<file path="src/rtl/fifo_wr_arbiter.sv">
// Round-robin arbiter sharing one FIFO write port among NUM_REQ requesters.
// Bursts of up to BURST_LEN beats; every beat is gated on the FIFO full flag.
module fifo_wr_arbiter #(
    parameter int NUM_REQ   = 4,
    parameter int WIDTH     = 8,
    parameter int BURST_LEN = 4,
    parameter int ID_W      = $clog2(NUM_REQ)
) (
    input  logic                       clk,
    input  logic                       res,
    input  logic [NUM_REQ-1:0]         req,
    input  logic [NUM_REQ*WIDTH-1:0]   req_data,
    output logic [NUM_REQ-1:0]         ack,
    input  logic                       full,
    output logic                       wr_en,
    output logic [WIDTH-1:0]           wdata,
    output logic [ID_W-1:0]            grant_id,
    output logic                       busy
);

    localparam int                CNT_W     = $clog2(BURST_LEN + 1);
    localparam logic [CNT_W-1:0]  LAST_BEAT = CNT_W'(BURST_LEN - 1);

    typedef enum logic {
        IDLE,
        GRANT
    } state_t;

    state_t            state, state_n;
    logic [ID_W-1:0]   owner, owner_n;
    logic [ID_W-1:0]   rr_ptr, rr_ptr_n;
    logic [CNT_W-1:0]  beat_cnt, beat_cnt_n;

    logic              accept;
    logic              release_grant;
    logic              any_req;
    logic [ID_W-1:0]   sel;

    function automatic logic [ID_W-1:0] wrap_inc(input logic [ID_W-1:0] idx);
        return (int'(idx) == NUM_REQ - 1) ? '0 : idx + ID_W'(1);
    endfunction

    // Scans from the far end back toward p, so the last hit is the first in rotating order.
    function automatic logic [ID_W-1:0] pick(input logic [ID_W-1:0] p,
                                             input logic [NUM_REQ-1:0] r);
        logic [ID_W-1:0] result;
        int              idx;
        result = p;
        for (int i = NUM_REQ - 1; i >= 0; i--) begin
            idx = (int'(p) + i) % NUM_REQ;
            if (r[idx]) result = ID_W'(idx);
        end
        return result;
    endfunction

    // Write-side datapath: zero latency from req/full to the FIFO port.
    always_comb begin
        accept   = (state == GRANT) && req[owner] && !full;
        wr_en    = accept;
        wdata    = accept ? req_data[int'(owner)*WIDTH +: WIDTH] : '0;
        ack      = accept ? (NUM_REQ'(1) << owner) : '0;
        busy     = (state == GRANT);
        grant_id = owner;
    end

    // NOTE: every variable gets a default before the case so no latch is inferred.
    always_comb begin
        state_n       = state;
        owner_n       = owner;
        rr_ptr_n      = rr_ptr;
        beat_cnt_n    = beat_cnt;
        any_req       = |req;
        sel           = pick(rr_ptr, req);
        release_grant = !req[owner] || (accept && (beat_cnt == LAST_BEAT));

        case (state)
            IDLE: begin
                if (any_req) begin
                    state_n    = GRANT;
                    owner_n    = sel;
                    beat_cnt_n = '0;
                    rr_ptr_n   = wrap_inc(sel);
                end
            end
            GRANT: begin
                if (release_grant) begin
                    if (any_req) begin
                        owner_n    = sel;
                        beat_cnt_n = '0;
                        rr_ptr_n   = wrap_inc(sel);
                    end else begin
                        state_n = IDLE;
                    end
                end else if (accept) begin
                    beat_cnt_n = beat_cnt + CNT_W'(1);
                end
            end
            default: state_n = IDLE;
        endcase
    end

    // NOTE: state registers use non-blocking assignments so all update together at the edge.
    always_ff @(posedge clk or posedge res) begin
        if (res) begin
            state    <= IDLE;
            owner    <= '0;
            rr_ptr   <= '0;
            beat_cnt <= '0;
        end else begin
            state    <= state_n;
            owner    <= owner_n;
            rr_ptr   <= rr_ptr_n;
            beat_cnt <= beat_cnt_n;
        end
    end

endmodule

</file>
<file path="config.mk">
export PLATFORM = sky130hd
export DESIGN_NAME = fifo_wr_arbiter
export DESIGN_NICKNAME = d
export VERILOG_FILES = /design/src/rtl/fifo_wr_arbiter.sv
export SDC_FILE = /design/constraint.sdc
export NUM_CORES = 1
export LEC_CHECK = 0
export CORE_UTILIZATION = 35
export DETAILED_ROUTE_END_ITERATION = 6
export MAX_ROUTING_LAYER = met4
export PLACE_DENSITY_LB_ADDON = 0.1
export RECOVER_POWER = 25
export SLEW_MARGIN = 30
export SYNTH_ARGS = -nofsm -noshare
export SYNTH_HDL_FRONTEND = slang
export SYNTH_SLANG_ARGS = --single-unit
</file>
<file path="constraint.sdc">
create_clock -name clk -period 2 [get_ports clk]
set_input_delay 0.4 -clock clk [delete_from_list [all_inputs] [get_ports clk]]
set_output_delay 0.4 -clock clk [all_outputs]
set_load 0.03 [all_outputs]
</file>
==> metrics.cfg <==
[power]
irDropWorstVdd_mv=0.749
p_leak_uw=0.000672
powerDensity_mw_per_mm2=1110
power_uw=1680

[floorplanning]
die-area_mm2=0.00251
core-area_mm2=0.00219
pin_count=55
die-width_um=50.1
start_util_pct=37.0
dieHeight_um=50.1
row_count=17

[clock_tree]
root_buffer=clkbuf_4
cts-buffers-inserted=3
clkSinkCount=8
postCtsHoldBufs=0
cts_tree=yes
clkTransAtPathRegs_ns=0.06
clk_path_buf_depth=2
htreeDepth=1
post_cts_buffers=0
worst_skew_pair.late_latency_ns=0.27

[drt]
vias=846
dr.pass1.iters=4
wl_per_cell_um=13.4
viasPerCell=4.86
first_iter_violations=14
drt_wl_total_um=2330
antenna_left=0
route.detailed.drc=0

[finish]
antenna_cells=0
final_cell_area_mm2=0.00151
drive_gt1_share_pct=36.3
fin_nets=188
mostFrequentLayoutCell=clkdlybuf4s50_1
final_cell_mix=35 x clkdlybuf4s50_1, 25 x buf_4, 8 x nor2b_1
syn_to_final_growth_pct=86.9

[placement]
dpl.hpwl_um=1980
port-buffer-count=54
post-place-ws_ns=-0.757
placed_area_mm2=0.00151
gp_congestion=0.742

[grt]
globalRouteOverflowTotal=0
grt_pass1_wl_um=3750
grt_pass1_vias=861
antenna_found_initial=0
grt.total_usage_pct=20.9
grt_max_degree=15

[logic_synthesis]
synthXorXnorAreaFrac_pct=1.08
synth_compound_area_share_pct=15.5
synth_area_um2=810
synth_cells=75
yosys.area_share.simple_pct=20.6
synth-edff-count=0
synth_top_family_by_area=multiplexers
synth_ff_type=dfrtp_1
synth_fa_ha_area_share_pct=3.09
ys_async_sr_fraction_pct=100
synthMuxAreaShare_pct=28.3
avgSynthCellArea_um2=10.8
yosysSeqAreaShare_pct=24.7
ys_seq_elements=8
synth_nets=116
yosys_warnings=0
ys_types=32

[worst_setup_path]
worstSetupEndpointType=primary output
start_kind=flip-flop
cp.arrival_ns=1.72
crit_type=flip-flop to primary output
crit_buf_inv=2
cp.required_ns=1.60
crit_chain=mux4_2 -> and2_4 -> nand2b_4 -> inv_2 -> and3_4 -> buf_6
crit_slowest_cell=mux4_2
crit_fanout=5
critical_path.max_stage_delay_ns=0.49
critPathTopFamily=multiplexers

[sta]
fin_ws_ns=-0.116
max_freq_mhz=473
period_share_pct=106
finalHoldViolCount=0
tightestPinTransition_ns=0.381
skew_ns=0.0156
fin_crit_ns=2.12
final_max_slew_viol_count=0
rsz0062_at_grt=true
setup_viol=13
slew_headroom_pct=74.6

[run_status]
violations=setup timing
outcome=finished, violations left

[job]
drv_cap=0

[min_path]
hold_path_class=flip-flop to flip-flop

[flip-flops by register name, summed over array words and instances (netlist names)]
signal and cells:
busy 1, grant_id 2, beat_cnt 3, rr_ptr 2
[area by class of cell]
cell class,instances,area (um2)
repair buffers,70,649
multi-input cells,56,571
fillers,181,678
clock buffers,4,26.3
inverters,8,30.0
flip-flops and latches,8,201
well taps,28,35.0
[layer usage]
metal  GRT usage (%)  routed length (um)
met3            4.63                  55
met1            23.3                 923
met2            36.4                1320
met4            6.67                  26
met5               -                   0
[cell families after synthesis]
family | count (synthesis)
AO/OA/AOI/OAI | 16
XOR/XNOR | 1
adder cells (fa/ha/maj) | 2
buffers and inverters | 11
flip-flops | 8
multiplexers | 10
AND/OR/NAND/NOR | 27
[report_power, final]
part           internal [uW]  leakage, uW  switching (uW)
sequential               230    0.0000945            64.7
clock                   76.6    0.0000150            61.0
combinational            669     0.000562             575
total                    976     0.000672             701
[path summary, 6_finish.rpt]
kind,endpoint,depth (start not counted),slack [ns],from
max,ack[2],6,-0.12,grant_id[1]$_DFFE_PP0P_
min,beat_cnt[2]$_DFFE_PP0P_,1,0.48,beat_cnt[2]$_DFFE_PP0P_
max reg2reg,grant_id[1]$_DFFE_PP0P_,5,0.27,grant_id[1]$_DFFE_PP0P_
min reg2reg,beat_cnt[2]$_DFFE_PP0P_,1,0.48,beat_cnt[2]$_DFFE_PP0P_
max in group asynchronous,grant_id[1]$_DFFE_PP0P_,2,1.22,res
min in group asynchronous,rr_ptr[0]$_DFFE_PP0P_,2,0.52,res
[per-stage QoR]
step	hold slack (ns)	setup TNS [ns]	util (%)	cells
after floorplan	0.216	-0.405	-	75
after global placement	0.460	-9.85	69.1	170
after detailed placement	0.473	-10.40	69.1	170
after CTS	0.382	-1.54	68.9	174
after global routing	0.516	-2.25	69.0	174
final	0.482	-1.29	69.0	174
[cell usage after synthesis (all sizes together), types with 2 or more instances]
library cell	instances	area, um2
nor3	2	10.0
mux4	9	214
inv	8	30.0
a21o	2	15.0
nand2	4	15.0
dfrtp	8	200
ha	2	25.0
nor2	4	15.0
nor2b	8	50.1
nand2b	3	26.3
buf	2	16.3
a21oi	6	41.3
o31ai	2	25.0
and3	2	12.5
[timing repair]
item,CTS,global route
endpoints found under the hold margin,0,0
endpoints found under the setup margin,13,14
gates cloned,0,0
resized for setup,86,1
pin swaps,1,0
Power figures use the tool's default switching activity.
